## config.mk

```make
export PLATFORM = sky130hd
export DESIGN_NAME = pulse_code_decoder_flat
export DESIGN_NICKNAME = d
export VERILOG_FILES = /design/src/rtl/pulse_code_pkg.sv /design/src/rtl/pulse_code_decoder_if.sv /design/src/rtl/code_onehot_dec.sv /design/src/rtl/pulse_code_decoder.sv /design/src/flat_wrapper.sv
export SDC_FILE = /design/constraint.sdc
export NUM_CORES = 1
export LEC_CHECK = 0
export BUFFER_PORTS_ARGS = -buffer_cell sky130_fd_sc_hd__buf_2
export CELL_PAD_IN_SITES_DETAIL_PLACEMENT = 1
export CELL_PAD_IN_SITES_GLOBAL_PLACEMENT = 1
export CORE_MARGIN = 1
export CORE_UTILIZATION = 48
export CTS_BUF_LIST = sky130_fd_sc_hd__clkbuf_2 sky130_fd_sc_hd__clkbuf_4 sky130_fd_sc_hd__clkbuf_8
export CTS_CLUSTER_DIAMETER = 80
export DETAILED_ROUTE_END_ITERATION = 8
export PLACE_DENSITY_LB_ADDON = 0.1
export SETUP_SLACK_MARGIN = 0.1
export SYNTH_ARGS = -nofsm -noshare
export SYNTH_HDL_FRONTEND = slang
export SYNTH_SLANG_ARGS = --single-unit
```

## constraint.sdc

```tcl
create_clock -name clk -period 3.8 [get_ports clk]
set_input_delay 0 -clock clk [delete_from_list [all_inputs] [get_ports clk]]
set_output_delay 0 -clock clk [all_outputs]
set_load 0.02 [all_outputs]
```

## src/rtl/pulse_code_pkg.sv

```systemverilog
// ============================================================================
// Module : pulse_code_pkg
// Brief  : Shared constants, state encoding and code legality helper for the
//          pulse code decoder.
// Rev    : 1.0  initial release
// ============================================================================
`default_nettype none

package pulse_code_pkg;

  localparam logic [3:0] CODE_NONE = 4'd0;
  localparam logic [3:0] CODE_MIN  = 4'd1;
  localparam logic [3:0] CODE_MAX  = 4'd9;
  localparam int         N_LINES   = 9;

  typedef enum logic [1:0] {
    IDLE  = 2'd0,
    PULSE = 2'd1,
    GAP   = 2'd2
  } state_t;

  // Code 0 counts as legal: it is a valid "no line" request.
  function automatic logic is_legal_code(input logic [3:0] code);
    return (code <= CODE_MAX);
  endfunction

endpackage

`default_nettype wire

```

## src/rtl/pulse_code_decoder_if.sv

```systemverilog
// ============================================================================
// Module : pulse_code_decoder_if
// Brief  : Code handshake and line outputs between producer and decoder.
// Rev    : 1.0  initial release
// ============================================================================
`default_nettype none

interface pulse_code_decoder_if;
  import pulse_code_pkg::*;

  logic               in_valid;
  logic [3:0]         in_code;
  logic               in_ready;
  logic [N_LINES-1:0] out;
  logic               busy;
  logic               done;
  logic               err;

  modport master (
    output in_valid, in_code,
    input  in_ready, out, busy, done, err
  );

  modport slave (
    input  in_valid, in_code,
    output in_ready, out, busy, done, err
  );

endinterface

`default_nettype wire

```

## src/rtl/code_onehot_dec.sv

```systemverilog
// ============================================================================
// Module : code_onehot_dec
// Brief  : 4-bit code to one-hot line select; zero for code 0 and 10..15.
// Rev    : 1.0  initial release
// ============================================================================
`default_nettype none

module code_onehot_dec
  import pulse_code_pkg::*;
(
  input  logic [3:0]         code,
  output logic [N_LINES-1:0] onehot
);

  for (genvar k = 0; k < N_LINES; k++) begin : g_line
    assign onehot[k] = (code == (4'(k) + CODE_MIN));
  end

endmodule

`default_nettype wire

```

## src/rtl/pulse_code_decoder.sv

```systemverilog
// ============================================================================
// Module : pulse_code_decoder
// Brief  : Accepts a code over valid/ready and pulses the matching line for
//          PULSE_LEN cycles, then idles GAP_LEN cycles before the next accept.
// Rev    : 1.0  initial release
// ============================================================================
`default_nettype none

module pulse_code_decoder
  import pulse_code_pkg::*;
#(
  parameter int unsigned PULSE_LEN = 4,
  parameter int unsigned GAP_LEN   = 1
)
(
  input  logic                 clk,
  input  logic                 rst_n,
  pulse_code_decoder_if.slave  bus
);

  localparam logic [7:0] c_pulse_reload = 8'(PULSE_LEN - 1);
  localparam logic [7:0] c_gap_reload   = (GAP_LEN == 0) ? 8'd0 : 8'(GAP_LEN - 1);

  state_t             r_state;
  logic [7:0]         r_cnt;
  logic [N_LINES-1:0] r_out;
  logic               r_done;
  logic               r_err;
  logic [N_LINES-1:0] w_onehot;
  logic               w_idle;

  code_onehot_dec u_dec (
    .code   (bus.in_code),
    .onehot (w_onehot)
  );

  assign w_idle       = (r_state == IDLE);
  assign bus.in_ready = w_idle;
  assign bus.busy     = !w_idle;
  assign bus.out      = r_out;
  assign bus.done     = r_done;
  assign bus.err      = r_err;

  always_ff @(posedge clk or negedge rst_n) begin
    if (!rst_n) begin
      r_state <= IDLE;
      r_cnt   <= 8'd0;
      r_out   <= '0;
      r_done  <= 1'b0;
      r_err   <= 1'b0;
    end else begin
      r_done <= 1'b0;
      r_err  <= 1'b0;
      case (r_state)
        IDLE: begin
          if (bus.in_valid) begin
            if (!is_legal_code(bus.in_code)) begin
              r_err <= 1'b1;
            end else if (bus.in_code != CODE_NONE) begin
              r_out   <= w_onehot;
              r_cnt   <= c_pulse_reload;
              // A one-cycle pulse enters its final cycle straight from IDLE.
              r_done  <= (c_pulse_reload == 8'd0);
              r_state <= PULSE;
            end
          end
        end
        PULSE: begin
          if (r_cnt == 8'd0) begin
            r_out <= '0;
            if (GAP_LEN == 0) begin
              r_state <= IDLE;
            end else begin
              r_cnt   <= c_gap_reload;
              r_state <= GAP;
            end
          end else begin
            r_cnt  <= r_cnt - 8'd1;
            r_done <= (r_cnt == 8'd1);
          end
        end
        GAP: begin
          r_out <= '0;
          if (r_cnt == 8'd0) begin
            r_state <= IDLE;
          end else begin
            r_cnt <= r_cnt - 8'd1;
          end
        end
        default: begin
          r_out   <= '0;
          r_state <= IDLE;
        end
      endcase
    end
  end

endmodule

`default_nettype wire

```

## src/flat_wrapper.sv

```systemverilog
// flat-port wrapper written by rule: the top's interface ports become plain ports
module pulse_code_decoder_flat import pulse_code_pkg::*;
#(
  parameter int unsigned PULSE_LEN = 4,
  parameter int unsigned GAP_LEN   = 1
)
  (clk, rst_n, bus_in_valid, bus_in_code, bus_in_ready, bus_out, bus_busy, bus_done, bus_err);
  pulse_code_decoder_if bus_i ();
  input  logic clk;
  input  logic rst_n;
  input wire logic [$bits(bus_i.in_valid)-1:0] bus_in_valid;
  input wire logic [$bits(bus_i.in_code)-1:0] bus_in_code;
  output wire logic [$bits(bus_i.in_ready)-1:0] bus_in_ready;
  output wire logic [$bits(bus_i.out)-1:0] bus_out;
  output wire logic [$bits(bus_i.busy)-1:0] bus_busy;
  output wire logic [$bits(bus_i.done)-1:0] bus_done;
  output wire logic [$bits(bus_i.err)-1:0] bus_err;
  assign bus_i.in_valid = bus_in_valid;
  assign bus_i.in_code = bus_in_code;
  assign bus_in_ready = bus_i.in_ready;
  assign bus_out = bus_i.out;
  assign bus_busy = bus_i.busy;
  assign bus_done = bus_i.done;
  assign bus_err = bus_i.err;
  pulse_code_decoder #(.PULSE_LEN(PULSE_LEN), .GAP_LEN(GAP_LEN)) u_core (.clk(clk), .rst_n(rst_n), .bus(bus_i));
endmodule
```

==> results.md <==
* Std-Cell Rows at 17
* Met1 usage at 0.342
* Post-Syn Area at 1220 um2
* CP max-delay cell: nor3_1
* Average size of a mapped cell at 10.5 um2
* Worst r2r src: u_core.r_state[1]
* DRT antenna net count at 0
* Clock transition at path regs at 0.12 ns
* Initial core utilization at 0.530
* Clk buf depth at 2
* Clk_skew at 0.00522 ns
* Setup TNS at 0 ns
* Setup ws final at 1.70 ns
* # H-tree levels at 1
* Reg-to-reg endpoint: u_core.r_cnt[5]
* Status: complete, no violations
* FFs w/ async S/R, synth at 1.00
* Family with the most delay on the worst path: compound AO/OA/AOI/OAI gates
* Post-CTS resize count at 0
* # fillers at 268
* Gr usage total at 0.241
* Initial antenna violation count at 0
* Power per Cell Area at 854 nW/um2
* Req. time, crit path at 4.05 ns
* Number of port buffers at 19
* GR Util met2 at 0.363
* DRT Wirelength at 2.92 mm
* Actual slew at the worst max-slew pin at 0.625 ns
* Yosys Warn Count at 0
* Most common cell in the netlist: dfrtp_1
* Arr. time, crit path at 2.35 ns
* Grt total ovfl at 0
* Vias in the first global route at 998
* Critical Path Stages at 6
* Final Util at 0.608
* Post-synth EDFFs at 0
* Final hold violation count at 0
* Crit Path Category: flip-flop to flip-flop
* Core area at 2300 um2
* Crit share post-route at 0.552
* Worst path max stage delay at 0.49 ns
* Bufs and invs on worst path at 1
* Die Wd at 52.4 um
* Final nets at 156
* CTS tree: done
* Chip Height at 52.4 um
* Vias at 1,016
* Routed len/inst at 17.3 um
* Reg2Reg Setup Slack at 1.70 ns
* Largest cells by area after synthesis: dfrtp_1, mux2_2, ha_1, o21ai_0, nor2_1
* Leading register cell type out of synthesis: dfrtp_1
* Post-Syn Nets at 130
* CP endpoint kind: flip-flop
* Critical Path Start Type: flip-flop
* Full die area at 2740 um2
* P_leak at 0.710 nW
* Max rail drop VDD at 515 uV
* Post-synth top area share at 0.432
* Clock sinks at 21
* Max Cap Viol at 0
* Critical Path Sink: u_core.r_cnt[5]
* Slew margin rel. at 0.580
* Half-perimeter wire length after placement at 2.16 mm
* Register area at 526 um2
* DP Worst Slack at 1.75 ns
* Unrepaired setup endpoints after global routing: no
* F_max at 477 MHz
* Proportion of layout cells with a drive suffix above 1 at 0.255
* Sequential area share after synthesis at 0.432
* Largest net degree at the start of global routing at 22
* First-pass GRT wire length at 4.75 mm
* Synth area leader: dfrtp_1
* Number of iterations in the first detailed-routing pass at 4
* CP Max Fanout at 7
* Diode count at 0
* Final Max Tran Viols at 0
* Clock period minus worst slack at 2.10 ns
* Worst-skew pair later-pin latency at 0.30 ns
* Commonest cells in the netlist: dfrtp_1, nor2_1, mux2_2, o21ai_0, inv_1
* Area of the multi-input gates at 662 um2
* CTS root buffer: clkbuf_4
* DRT iter0 DRCs at 8
* Num CTS Buffers at 3
* Post-synth cell types at 36
* Crit path cell chain: inv_1 -> ha_1 -> o21ai_0 -> a41o_1 -> nor3_1 -> a32o_1
* FF-to-FF path depth at 6
* DRC errors left at 0
* Synthesis-to-finish area growth at 14.8%
* Post-synthesis cell count at 116
* HP Class: input pin to flip-flop
* Met3 usage at 0.0377
* Final setup violation count at 0
* Vias per inst at 6.01
* Io pins at 20
* RD Place Congestion at 0.848
* Setup repair bufs after CTS at 0
* CP startpoint: u_core.r_state[1]
* # hold bufs at CTS at 2
* Post-synthesis register bit count at 21
* Total Power at 1.19 mW
* GRT busiest layer: met2
per-stage QoR:
stage | std cells | area [um2] | hold slack (ns)
after floorplan | 116 | 1220 | -0.296
after global placement | 163 | 1350 | -0.0151
after detailed placement | 163 | 1350 | -0.00802
after CTS | 169 | 1400 | 0.154
after global routing | 169 | 1400 | 0.160
final | 169 | 1400 | 0.163
tightest hold or removal path, stage by stage:
cell and delay, ns:
buf_2 0.13, o21a_1 0.13, and3_1 0.18
where the power goes:
group / internal (mW) / leakage [nW] / switching (mW)
registers: 0.294 / 0.283 / 0.0767
clock network: 0.0480 / 0.0184 / 0.0683
logic: 0.269 / 0.409 / 0.437
cells in the final DEF, fill, tap and decap left out, types with 2 or more instances in the layout:
cell / instances
or3_1: 3
a31oi_1: 2
o21ai_0: 9
o211ai_1: 2
a41oi_1: 2
buf_2: 19
nor3_1: 2
dlygate4sd3_1: 2
a21oi_1: 2
nor2_1: 10
clkbuf_4: 4
nor3b_1: 2
mux2_2: 9
nand3_1: 2
nand2_1: 5
a41o_1: 2
nand3b_1: 2
dfrtp_1: 21
inv_1: 8
and3_1: 3
nand2b_1: 3
nor4_1: 2
ha_1: 7
a221o_1: 3
state kept, by name, indices dropped and copies added (netlist names):
register and cells:
u_core.r_state 2, u_core.bus.err 1, u_core.bus.done 1, u_core.bus.out 9, u_core.r_cnt 8
metal layers:
metal  vias up  routed length [um]
met5         -                   0
met4         0                  57
met3         8                  80
met2        22                1370
met1       494                1420
li1        492                   -
worst min path at each step:
| stage | end | slack, ns | depth (start not counted) | startpoint |
|---|---|---|---|---|
| after floorplan | u_core.bus.done | -0.30 | 0 | rst_n |
| after global placement | u_core.r_state[0] | -0.02 | 1 | rst_n |
| after detailed placement | u_core.r_state[0] | -0.008 | 1 | rst_n |
| after CTS | u_core.bus.err | 0.15 | 3 | bus_in_code[3] |
| after global routing | u_core.bus.err | 0.16 | 3 | bus_in_code[3] |
| final | u_core.bus.err | 0.16 | 3 | bus_in_code[3] |
layout make-up:
type,instances,share of cell area
clock buffer,4,0.0215
sequential,21,0.376
multi-input combinational,87,0.474
timing repair buffer,21,0.0824
inverter,8,0.0215
tap,28,0.0251
logic make-up (layout without fill, tap and decap cells):
group	Yosys count	count (layout)	synth area share
DFF	21	21	0.432
buffers and inverters	8	33	0.0247
muxes	10	10	0.0915
and+or+nand+nor	39	39	0.187
AOI/OAI and AO/OA	31	31	0.193
adders and majority gates	7	7	0.0719
Power figures use the tool's default switching activity.
